--- config.mk ---
export PLATFORM = sky130hd
export DESIGN_NAME = lut_eval_seq
export DESIGN_NICKNAME = d
export VERILOG_FILES = /design/src/rtl/lut_eval_seq.sv
export SDC_FILE = /design/constraint.sdc
export NUM_CORES = 1
export LEC_CHECK = 0
export ABC_AREA = 1
export ABC_CLOCK_PERIOD_IN_PS = 2100
export CAP_MARGIN = 40
export CORE_MARGIN = 4
export CORE_UTILIZATION = 50
export CTS_CLUSTER_SIZE = 30
export DETAILED_ROUTE_END_ITERATION = 6
export PLACE_DENSITY = 0.76
export SYNTH_ARGS = -nofsm -noshare
export SYNTH_HDL_FRONTEND = slang
export SYNTH_SLANG_ARGS = --single-unit
--- constraint.sdc ---
create_clock -name clk -period 2.1 [get_ports clk]
set_input_delay 0.525 -clock clk [delete_from_list [all_inputs] [get_ports clk]]
set_output_delay 0.525 -clock clk [all_outputs]
set_load 0.05 [all_outputs]
--- src/rtl/lut_eval_seq.sv ---
// ---------------------------------------------------------------------------
// lut_eval_seq
//
// Evaluates a boolean function held as a 2**N_IN-entry truth table. A vector
// offered on in_bits/in_valid is looked up and the one-bit result is
// registered on out/out_valid one cycle later. A new table can be shifted in
// serially (cfg_start, then cfg_valid/cfg_bit, first bit = table MSB) without
// disturbing the table in use until the last bit arrives.
//
// Handshake: a transfer happens on a rising clk edge where valid and ready are
// both high. The producer keeps valid and its data stable until that edge; the
// consumer may raise or drop ready at any time. Ready never depends on valid.
//
// Ports
//   clk        : clock, all state changes on the rising edge
//   rst        : synchronous active-high reset, wins over every other input
//   in_valid   : input vector offered
//   in_bits    : input vector, in_bits[N_IN-1] is the index MSB
//   in_ready   : vector accepted this cycle if in_valid is also high
//   out_valid  : a result is held on out
//   out        : evaluated result
//   out_ready  : downstream consumes out this cycle if out_valid is also high
//   cfg_start  : request to reload the table (honoured in RUN only)
//   cfg_valid  : cfg_bit is valid this cycle (honoured in LOAD only)
//   cfg_bit    : serial table bit
//   cfg_done   : one-cycle pulse when a newly loaded table is committed
//   loading    : high while in LOAD; this is the FSM state as seen from outside
//   eval_count : number of accepted evaluations, wraps at 16 bits
// ---------------------------------------------------------------------------
module lut_eval_seq #(
   parameter int unsigned         N_IN        = 3,
   parameter logic [2**N_IN-1:0]  RESET_TABLE = 'hB9
) (
   input  logic            clk,
   input  logic            rst,
   input  logic            in_valid,
   input  logic [N_IN-1:0] in_bits,
   output logic            in_ready,
   output logic            out_valid,
   output logic            out,
   input  logic            out_ready,
   input  logic            cfg_start,
   input  logic            cfg_valid,
   input  logic            cfg_bit,
   output logic            cfg_done,
   output logic            loading,
   output logic [15:0]     eval_count
);

   localparam int unsigned T  = 2**N_IN;
   // The bit counter has to reach T-1, so one extra bit over N_IN is plenty.
   localparam int unsigned CW = N_IN + 1;

   typedef enum logic {
      RUN  = 1'b0,
      LOAD = 1'b1
   } state_t;

   state_t          state_q;
   logic [T-1:0]    table_q;
   logic [T-1:0]    shadow_q;
   logic [CW-1:0]   cnt_q;
   logic            out_q;
   logic            out_valid_q;
   logic            cfg_done_q;
   logic [15:0]     eval_count_q;

   logic            accept;
   logic [N_IN-1:0] tbl_idx;
   logic            result_d;
   logic [T-1:0]    shadow_d;
   logic            last_bit;
   logic [CW-1:0]   cnt_d;
   logic [15:0]     eval_count_d;

   always_comb begin
      // The output register can take a new result when it is empty or is
      // being emptied this very cycle, which gives one result per cycle.
      in_ready     = (state_q == RUN) && (!out_valid_q || out_ready);
      accept       = in_valid && in_ready;
      // Table MSB belongs to input all-zeros: entry T-1-idx, which is ~idx.
      tbl_idx      = ~in_bits;
      result_d     = table_q[tbl_idx];
      shadow_d     = {shadow_q[T-2:0], cfg_bit};
      last_bit     = (cnt_q == CW'(T - 1));
      cnt_d        = cnt_q + CW'(1);
      eval_count_d = eval_count_q + 16'd1;
   end

   always_ff @(posedge clk) begin
      if (rst) begin
         state_q      <= RUN;
         table_q      <= RESET_TABLE;
         shadow_q     <= '0;
         cnt_q        <= '0;
         out_q        <= 1'b0;
         out_valid_q  <= 1'b0;
         cfg_done_q   <= 1'b0;
         eval_count_q <= 16'd0;
      end else begin
         cfg_done_q <= 1'b0;

         // Result path runs in both states so a pending result can drain
         // while a new table is loading.
         if (accept) begin
            out_q        <= result_d;
            out_valid_q  <= 1'b1;
            eval_count_q <= eval_count_d;
         end else if (out_valid_q && out_ready) begin
            out_valid_q  <= 1'b0;
         end

         case (state_q)
            RUN: begin
               if (cfg_start) begin
                  state_q  <= LOAD;
                  cnt_q    <= '0;
                  shadow_q <= '0;
               end
            end
            LOAD: begin
               // The live table only changes once the full image is present,
               // so an unfinished load never corrupts it.
               if (cfg_valid) begin
                  shadow_q <= shadow_d;
                  cnt_q    <= cnt_d;
                  if (last_bit) begin
                     table_q    <= shadow_d;
                     cfg_done_q <= 1'b1;
                     state_q    <= RUN;
                  end
               end
            end
            default: state_q <= RUN;
         endcase
      end
   end

   assign out_valid  = out_valid_q;
   assign out        = out_q;
   assign cfg_done   = cfg_done_q;
   assign loading    = (state_q == LOAD);
   assign eval_count = eval_count_q;

endmodule

# --- Yosys cells after proc, flatten, opt, wreduce, memory -nomap -nowiden ---
# Cells that the tools add are included.
word_totals:
  regBits: 39
  in_bits: 10
  out_inout_bits: 21
  elab_cells: 41
op_classes:
  reduce_logical: 9
  eq_ne: 3
  add_sub_neg: 2
  n_mux: 15
  bitwise_logic: 3
  n_lt_le_gt_ge: 1
ops:
  columns: ["op", "count"]
  rows:
  - ["adder 16 x 1 -> 16 bit, second input constant", 1]
  - ["two-way mux 7 bit", 2]
  - ["case mux 7 bit (2 select lines)", 1]
  - ["two-way mux 4 bit", 2]
  - ["case mux 4 bit (2 select lines)", 1]
  - ["two-way mux 1 bit", 7]
  - ["adder 4 x 1 -> 4 bit, second input constant", 1]
  - ["equality test 4 x 3 -> 1 bit, second input constant", 1]
  - ["< comparator 3 x 4 -> 1 bit, second input constant", 1]
  - ["inequality test 2 bit, second input constant", 2]
  - ["binary-select mux 1 bit (select 3 bit)", 1]
  - ["logical AND 1 bit", 3]
  - ["inverter 3 bit", 1]
  - ["AND reduction 3 bit", 1]
  - ["OR reduction 3 bit", 1]
  - ["inverter 1 bit", 2]
  - ["case mux 1 bit (2 select lines)", 1]
  - ["AND reduction 2 bit", 1]
  - ["nonzero test 2 bit", 1]
  - ["zero test 1 bit", 1]
  - ["logical OR 1 bit", 1]

# --- Logic depth before layout (Yosys ltp) ---
# Gate-level depths: netlist (run 1).
logic_depth:
  word_depth: 5
  depth_mapped: 9
  mapped_depth_nobuf: 9

# --- Worst setup path after synthesis (run 1) ---
# No wires, ideal clock.
synth_path:
  kind: "register to register"
  startpoint: "register eval_count_q[0] (netlist: eval_count[0])"
  endpoint: "register eval_count_q[8] (netlist: eval_count[8])"
  slack_ns: 0.439
  synth_period_minus_slack_ns: 1.661
  arrival_ns: 1.545
  required_ns: 1.984
  n_path_buf: 0
  stages_incl_launch_ff: 9
  setup_ns: 0.116
  path_cell_list: "dfxtp_1 -> ha_1 -> nand2_1 -> inv_1 -> nand2_4 -> nor2_8 -> nand2_1 -> o21ai_0 -> nor2_1"
synth_via:
  elab_chain_cells: 1
synth_rtl:
  columns: ["item", "line_no", "text"]
  rows:
  - ["start, declared", "66", "logic [15:0] eval_count_q;"]
  - ["start signal, assigned", "108", "eval_count_q <= eval_count_d;"]
  - ["adder 16 x 1 -> 16 bit", "87", "eval_count_d = eval_count_q + 16'd1;"]
# Every way passes these cells.
# A chain may end at the register's enable or synchronous reset.

# --- Worst setup path in the final report (run 1) ---
layout_path:
  startpoint: "register out_valid_q (netlist: out_valid)"
  endpoint: "output port out_valid"
layout_rtl:
  columns: ["item", "line_no", "text"]
  rows:
  - ["start, declared", "64", "logic out_valid_q;"]
  - ["start signal, assigned", "97", "out_valid_q <= 1'b0;"]
  - ["start signal, assigned", "107", "out_valid_q <= 1'b1;"]
  - ["start signal, assigned", "110", "out_valid_q <= 1'b0;"]
  - ["end, declared", "39", "output logic out_valid,"]
# No word-level cell between the ends.

==> qor.yml, run 1 <==
worst_setup_path:
  crit_start: "out_valid"
  ff2ff_setup_slack_ns: 0.63
  cp_cell_sequence: "clkdlybuf4s50_1"
  r2r-start: "cnt_q[0]"
  start_kind: "flop"
  worstPathRequired_ns: 1.57
  cp_slowest_stage_delay_ns: 0.80
  cp_num_cells: 1
  reg2regPathDepth: 8
  path_delay_family: "buffers and inverters"
  end_kind: "output port"
  path_buf_inv: 1
  r2r-end: "table_q[1]"
  critPathKind: "reg -> out"
  crit_end: "out_valid"
  cp_slowest_cell: "clkdlybuf4s50_1"
  arrival_ns: 1.52
  crit_path_max_fanout: 2
clock_network:
  clk_latency_ns: 0.35
  clock_sinks: 39
  cts_tree: "yes"
  path_clk_slew_ns: 0.12
  cts-hold-fix-buffers: 0
  cts_max_path_buffers: 2
  htreeDepth: 2
  cts_root_buf: "clkbuf_4"
  cts_buffers: 5
job:
  cap_violations: 0
floorplanning:
  die_area_sq_um: 4650
  initial_core_util_pct: 53.0
  num_io_pins: 31
  rows: 21
  fp.dieW_um: 68.2
  core_sq_um: 3420
  die_y_um: 68.2
detailed_routing:
  dr.pass1.iters: 4
  ant_nets: 0
  routed_wl_mm: 3.63
  viasPerCell: 4.92
  drt_iter0_markers: 122
  drc: 0
  routed-via-count: 1638
  wl_per_cell_um: 10.9
sta:
  maxSlewViolCount: 0
  setup_viol: 0
  fmax_mhz: 488
  final.setup.tns_ns: 0
  rsz0062_at_grt: "no"
  hold_viol_final: 0
  slew_headroom_pct: 66.4
  fin_crit_sh_pct: 97.6
  fin_skew_ns: 0.0130
  period_needed_ns: 2.05
  tightestPinTransition_ns: 0.503
logic_synthesis:
  yosys_warnings: 0
  ys_ff_latch: 39
  syn_area_per_cell_sq_um: 7.22
  syn_nets: 263
  synth_top_area_share_pct: 43.1
  syn_inst: 251
  synth_cell_types: 31
  yosysTopAreaCell: "dfxtp_1"
  netlist_area_sq_um: 1810
  ys_top_cells_by_area: "dfxtp_1, nand2_1, inv_1"
  synth-seq-area-share_pct: 43.1
global_route:
  met2_usage_pct: 28.6
  grt_max_degree: 13
  grtUsageMet3_pct: 3.94
  grtUsageTotal_pct: 18.2
  gr-total-overflow: 0
  grt_pass1_wl_mm: 6.51
  grt.met1_usage_pct: 24.5
  grt_pass1_vias: 1496
  antenna_found_initial: 0
  grt_busiest_layer: "met2"
placed_design:
  dpl.hpwl_mm: 2.60
  io_buffers: 30
  gp_congestion: 0.799
  post_dp_cell_area_sq_um: 2160
cells_and_area:
  multiInputGateArea_sq_um: 843
  fin_area_sq_um: 2250
  area_growth_pct: 24.3
  drive_gt1_share_pct: 11.1
  diodes: 0
  fillers: 324
  nNetsFinal: 298
  final_util_pct: 65.9
  regArea_sq_um: 781
power_and_ir_drop:
  leakage_nw: 1.13
  total_power_mw: 1.44
  vdd_drop_max_mv: 0.410
  power_density_nw_per_um2: 639
outcome:
  status: "completed"
hold_path:
  min_path_type: "reg -> reg"
[cells in the mapped netlist (all sizes together)]
cell	instances
nor3b	1
nor3	7
nor2	31
clkbuf	1
a21oi	22
ha	2
a211oi	3
nand3b	1
or2	1
clkinv	1
o21ai	8
inv	39
nand3	24
dfxtp	39
a31oi	1
nand4	3
xor2	1
buf	5
nand2	61
[flip-flops by register name (all words and copies together), names as in the netlist]
register,flops
cfg_done,1
out_valid,1
loading,1
out,1
eval_count,16
cnt_q,4
shadow_q,7
table_q,8
[through the flow]
stage               std cells  hold WS [ns]  setup slack (ns)
floorplan                 251         0.430             0.439
global placement          325         0.440             0.175
detailed placement        325         0.449             0.164
CTS                       333         0.468          0.000653
global route              333         0.486           0.00986
finish                    333         0.464            0.0504
[where the power goes]
| group | switching (mW) | internal (mW) |
|---|---|---|
| logic | 0.0929 | 0.0547 |
| clock network | 0.251 | 0.281 |
| registers | 0.00903 | 0.750 |
| total | 0.352 | 1.09 |
[placed cells by master, fill, tap and decap left out, drive strengths merged, types with 7 or more instances in the layout]
cell type	instances
a21oi	22
buf	9
clkdlybuf4s50	13
dfxtp	39
dlygate4sd2	7
inv	39
nand2	61
nand3	24
nor2	31
nor3	7
o21ai	8
[per-layer routing]
metal | part of all wire (%) | wire [um]
met3 | 4.5 | 163
met5 | 0 | 0
met2 | 45 | 1650
met1 | 48 | 1760
met4 | 1.8 | 64
[kinds of logic (layout without fill, tap and decap cells)]
group,count (synthesis),after routing,share of synthesized area [%]
AND/OR/NAND/NOR,129,129,34.8
adder cells (fa/ha/maj),2,2,1.38
XOR/XNOR,1,1,0.484
AO/OA/AOI/OAI,34,34,9.88
flip-flops,39,39,43.1
buffers and inverters,46,82,10.4
[tightest hold or removal path, stage by stage (launching register included)]
cell and delay, ns:
dfxtp_1 0.32, inv_1 0.06, a21oi_1 0.05
[cell type report]
type                       count  area share [%]
inverter                      40            6.67
timing repair buffer          34            14.8
sequential                    39            34.7
tap                           46            2.56
clock inverter                 2            1.56
clock buffer                   6            2.28
multi-input combinational    166            37.4
[worst min-delay path by stage]
| stage | from | end | slack (ns) | cells past startpoint |
|---|---|---|---|---|
| floorplan | table_q[0] | table_q[0] | 0.43 | 2 |
| CTS | table_q[0] | table_q[0] | 0.47 | 2 |
| finish | table_q[0] | table_q[0] | 0.46 | 2 |
| detailed placement | table_q[7] | table_q[7] | 0.45 | 2 |
| global placement | table_q[0] | table_q[0] | 0.44 | 2 |
| global route | table_q[0] | table_q[0] | 0.49 | 2 |
[timing repair]
item | 4_1_cts | 5_1_grt
resized for setup | 7 | 5
buffers inserted | 0 | 0
setup endpoints to repair | 7 | 5
hold endpoints to repair | 0 | 0
Power figures use the tool's default switching activity.
==> run 2: changes to the inputs <==
Settings changed: SLEW_MARGIN set to 20.
==> results of run 2 <==
Same layout as run 1: the final DEF is identical, and so are final timing and power.
==> run 3: changes to the inputs <==
Settings changed: SETUP_SLACK_MARGIN set to 0.5.
==> run 3 against run 2 <==
Combinational power hardly changed. Worst setup slack better by 0.47 ns. Register-to-register slack better by 0.04 ns. Critical endpoint is now eval_count[12]. Largest cell class unchanged. Global-route usage is 0.71 points lower. First-iteration DRC count is 9.0% lower. Final cell count is 2.7% higher. Count of clock-buffer cells in the layout is 2 higher. Clock skew is 0.0035 ns lower. Sequential power hardly changed. Routed wire length is 4.8% higher.
==> qor.yml, run 3 (same netlist as run 1, synthesis figures left out) <==
detailed_routing:
  dr.pass1.iters: 7
  routed-via-count: 1685
  viasPerCell: 4.93
  drc: 0
  wl_per_cell_um: 11.1
  ant_nets: 0
  drt_iter0_markers: 111
  routed_wl_mm: 3.81
floorplanning:
  die_y_um: 68.2
  rows: 21
  core_sq_um: 3420
  die_area_sq_um: 4650
  num_io_pins: 31
  fp.dieW_um: 68.2
  initial_core_util_pct: 53.0
outcome:
  status: "completed"
hold_path:
  min_to: "table_q[0]"
  min_path_type: "reg -> reg"
  min-delay-start: "table_q[0]"
  whs_path_depth: 2
global_route:
  grt_pass1_wl_mm: 6.15
  grtUsageTotal_pct: 17.5
  antenna_found_initial: 0
  gr-total-overflow: 0
  grt_pass1_vias: 1446
  grt_max_degree: 14
clock_network:
  cts_tree: "yes"
  cts_max_path_buffers: 2
  path_clk_slew_ns: 0.12
  clock_sinks: 39
  cts_root_buf: "clkbuf_4"
  clk_latency_ns: 0.35
  htreeDepth: 2
  cts_buffers: 5
sta:
  setup_ws_ns: 0.523
  tightestPinTransition_ns: 0.356
  period_needed_ns: 1.58
  setup_viol: 0
  hold_viol_final: 0
  fmax_mhz: 634
  slew_headroom_pct: 76.2
  fin_crit_sh_pct: 75.1
  final.setup.tns_ns: 0
  rsz0062_at_grt: "yes"
  fin_skew_ns: 0.00954
  maxSlewViolCount: 0
cells_and_area:
  final_util_pct: 65.7
  area_growth_pct: 23.8
  layout_common_cells: "nand2_1, inv_1, dfxtp_1, nor2_1"
  largest_reg_flops: 16
  fillers: 322
  diodes: 0
  nNetsFinal: 307
  drive_gt1_share_pct: 22.0
  final_common_cell: "nand2_1"
worst_setup_path:
  r2r-start: "out_valid"
  ff2ff_setup_slack_ns: 0.67
  critPathKind: "reg -> out"
  worstPathRequired_ns: 1.57
  cp_cell_sequence: "buf_2"
  arrival_ns: 1.05
  reg2regPathDepth: 9
  path_buf_inv: 1
  r2r-end: "eval_count[7]"
  cp_slowest_cell: "dfxtp_1"
  crit_start: "eval_count[12]"
  end_kind: "output port"
  cp_num_cells: 1
  crit_path_max_fanout: 4
  cp_slowest_stage_delay_ns: 0.41
  path_delay_family: "flip-flops"
  start_kind: "flop"
placed_design:
  dpl_worst_slack_ns: 0.0715
  io_buffers: 30
  dpl.hpwl_mm: 2.67
  gp_congestion: 0.828
power_and_ir_drop:
  vdd_drop_max_mv: 0.335
  leakage_nw: 1.07
  power_density_nw_per_um2: 601
job:
  cap_violations: 0
==> run 3: cell types whose count changed in the layout (fill, tap and decap cells not counted), moves of 4 or more <==
cell | previous run | this run
clkbuf_4 | 5 | 9
dlymetal6s2s_1 | 5 | 0
buf_2 | 0 | 11
dfxtp_2 | 0 | 5
buf_4 | 8 | 16
clkdlybuf4s50_1 | 13 | 8
dlygate4sd2_1 | 7 | 0
dfxtp_1 | 39 | 33
==> run 3: worst max path at each step <==
stage	end	slack [ns]
2_1_floorplan	in_ready	0.52
5_1_grt	eval_count[2]	0.50
4_1_cts	eval_count[7]	0.50
3_5_place_dp	eval_count[11]	0.07
3_3_place_gp	eval_count[11]	0.10
6_report	eval_count[12]	0.52
==> run 3: power breakdown <==
part,switching (mW),internal (mW),total [mW]
registers,0.00917,0.750,0.759
clock network,0.242,0.197,0.439
logic,0.0950,0.0547,0.150
==> run 3: routing by layer <==
layer	GRT usage [%]	routed length, um	vias to the layer above	part of all wire [%]
met1	21.8	1790	747	47
met3	5.42	255	7	6.7
met4	6.70	66	0	1.7
li1	-	-	884	-
met2	28.3	1690	47	44
met5	0	0	-	0
==> run 3: per-stage QoR <==
stage | hold WS, ns | std cells | area, sq um | total power [mW]
floorplan | 0.430 | 251 | 1810 | 0.867
global placement | 0.441 | 326 | 2170 | 0.925
detailed placement | 0.451 | 326 | 2170 | 0.926
CTS | 0.467 | 336 | 2190 | 1.35
global route | 0.489 | 342 | 2240 | 1.40
finish | 0.466 | 342 | 2240 | 1.35
==> run 3: timing repair <==
action / 4_1_cts / 5_1_grt
gates resized for setup: 81 / 12
endpoints found under the setup margin: 20 / 15
pin swaps: 0 / 3
gates cloned: 0 / 1
buffers inserted: 2 / 5
hold buffers: 0 / 0
==> run 3: layout make-up <==
class	instances	area [sq um]	share of cell area, %
clock buffer	8	68.8	3.07
inverter	40	153	6.80
multi-input combinational	167	852	38.0
sequential	39	791	35.2
tap	46	57.6	2.57
timing repair buffer	42	322	14.3
==> run 3: worst min-delay path: cells and delay by family (launching register included) <==
family | cells | cell delay (ns)
AO/OA/AOI/OAI | 1 | 0.06
flip-flops | 1 | 0.31
buffers and inverters | 1 | 0.06
==> RTL edit, RTL diff (settings of run 2) <==
`N_IN`: 3 -> 4.
--- a/src/rtl/lut_eval_seq.sv
+++ b/src/rtl/lut_eval_seq.sv
@@ -28,7 +28,7 @@
 //   eval_count : number of accepted evaluations, wraps at 16 bits
 // ---------------------------------------------------------------------------
 module lut_eval_seq #(
-   parameter int unsigned         N_IN        = 3,
+   parameter int unsigned         N_IN        = 4,
    parameter logic [2**N_IN-1:0]  RESET_TABLE = 'hB9
 ) (
    input  logic            clk,
Interface: changed (resized in_bits); port bits go from 31 to 32. No check against the original RTL was run, so the function may have changed too.
==> RTL edit against run 2 <==
  * Combinational power increased by 39%
  * Non-clock buffer count increased by 9
  * Sequential cell count increased by 17
  * Final area increased by 40%
  * Power increased by 30%
  * Die area increased by 39%
  * Worst setup slack got worse by 19 ps
  * Via count increased by 37%
  * Fmax decreased by 0.90%
  * Synthesized area increased by 45%
  * Global-route usage decreased by 0.49 points
  * Wire length increased by 43%
  * Critical endpoint is now eval_count[1]
  * Largest cell class unchanged
  * Largest power group unchanged
  * Highest routed layer unchanged
==> RTL edit: results (changes against run 2) <==
Clock network
  – Root Buffer: clkbuf_8
  – Worst skew pair latency: 310 ps (-40 ps)
  – Post-CTS Setup Bufs: 0 (unchanged)
  – Clk slew on worst S/H paths: 100 ps (-20 ps)
  – H-tree levels: 2 (unchanged)
  – Clk sinks: 56 (+44%)
  – Post-CTS sizing: 0 (-7)

Power
  – Static leakage: 1.364 nW (+21%)
  – Peak VDD IR: 317.6 µV (-22%)

Logic synthesis
  – Post-synthesis sequential area ratio: 42.81% (-0.28 points)
  – Top cells by count, synth: nand2_1 (95), dfxtp_1 (56), inv_1 (52), a21oi_1 (25), nor2_1 (21)
  – Compound-Gate Fraction of Synth Area: 14.38% (+4.5 points)
  – Xor and xnor fraction of the mapped netlist area: 0.3344% (-0.15 points)
  – Syn avg cell area: 7.295 µm² (+1.1%)
  – Syn nets: 373 (+42%)
  – Synth cell types: 34 (+9.7%)
  – Synthesized-area fraction occupied by adder cells: 1.433% (+0.052 points)
  – Synth top area cells: dfxtp_1 (43%), nand2_1 (14%), inv_1 (7.5%)

Placed design
  – Placed instance area: 3033 µm² (+40%)
  – Detail Placement HPWL: 3941 µm (+52%)
  – Placed insts: 460 (+42%)
  – Port buffer count: 31 (+3.3%)
  – Final GP Congestion: 0.8921 (+12%)
  – Worst slack, placed: 185.4 ps (+20.96 ps)

GRT
  – Vias in the first global route: 2,118 (+42%)
  – First-pass GRT wire length: 9163 µm (+41%)
  – Met1 usage: 22.10% (-2.4 points)
  – GRT met3 Usage: 3.027% (-0.91 points)
  – Grt met2 use: 30.96% (+2.3 points)
  – Global Route Usage Sum: 17.76% (-0.49 points)
  – Largest net degree at the start of global routing: 19 (+6)

Worst setup path
  – Worst Path Arrival: 1540 ps (+20 ps)
  – Crit Path Max Fanout: 4 (+2)
  – CP max stage cell: clkdlybuf4s50_1
  – Critical path's largest stage delay: 830 ps (+30 ps)

Cells and area
  – Sequential cell area share: 35.65% (+0.99 points)
  – Clock network share of area: 2.825% (-1.0 points)
  – Final Non-Filler Cells: 468 (+41%)
  – Fin util: 61.56% (-4.4 points)
  – Number of multi-input logic gates: 235 (+42%)
  – # fillers: 502 (+55%)
  – Layout cells sized above 1: 16.08% (+4.9 points)
  – Non-Clock Buffer Count: 43 (+26%)
  – CLK BUF: 6 (unchanged)
  – Nets: 411 (+38%)
  – Logic inverters: 56 (+40%)
  – ANT cells: 0 (unchanged)
  – Signal buf overhead: 13.85% (-0.99 points)
  – Fraction of area in multi-input gates: 38.20% (+0.76 points)

Route
  – Met2 WL: 2562 µm (+55%)
  – Met3 WL: 175 µm (+7.4%)
  – Initial drt markers: 117 (-4.1%)
  – Drt wl/cell: 11.09 µm (+1.7%)
  – M1 WL: 2384 µm (+36%)
  – Via-per-instance ratio: 4.797 (-2.5%)

STA
  – Clock Skews: 12.97 ps (-0.05490 ps)
  – Relative slew slack: 65.26% (-1.2 points)

Run status
  – Outcome: completed

Floorplan
  – N_taps: 70 (+52%)
-- RTL edit: power breakdown --
part / internal, mW / switching [mW] / leakage (nW)
sequential: 1.07 / 0.00996 / 0.452
combinational: 0.0798 / 0.126 / 0.871
clock: 0.238 / 0.341 / 0.0414
total: 1.39 / 0.477 / 1.36
-- RTL edit: path summary, 6_finish.rpt --
check | endpoint | slack (ps) | cells after the start | startpoint
max | eval_count[1] | 30 | 1 | eval_count[1]$_SDFFE_PP0P_
min | table_q[15]$_SDFFE_PP0P_ | 470 | 2 | table_q[15]$_SDFFE_PP0P_
max reg2reg | table_q[0]$_SDFFE_PP1P_ | 600 | 9 | cnt_q[0]$_SDFFE_PP0P_
min reg2reg | table_q[15]$_SDFFE_PP0P_ | 470 | 2 | table_q[15]$_SDFFE_PP0P_
-- RTL edit: worst min-delay path: stages (launching register included) --
cell and delay, ps:
dfxtp_1 310, inv_1 60, o21ai_1 60
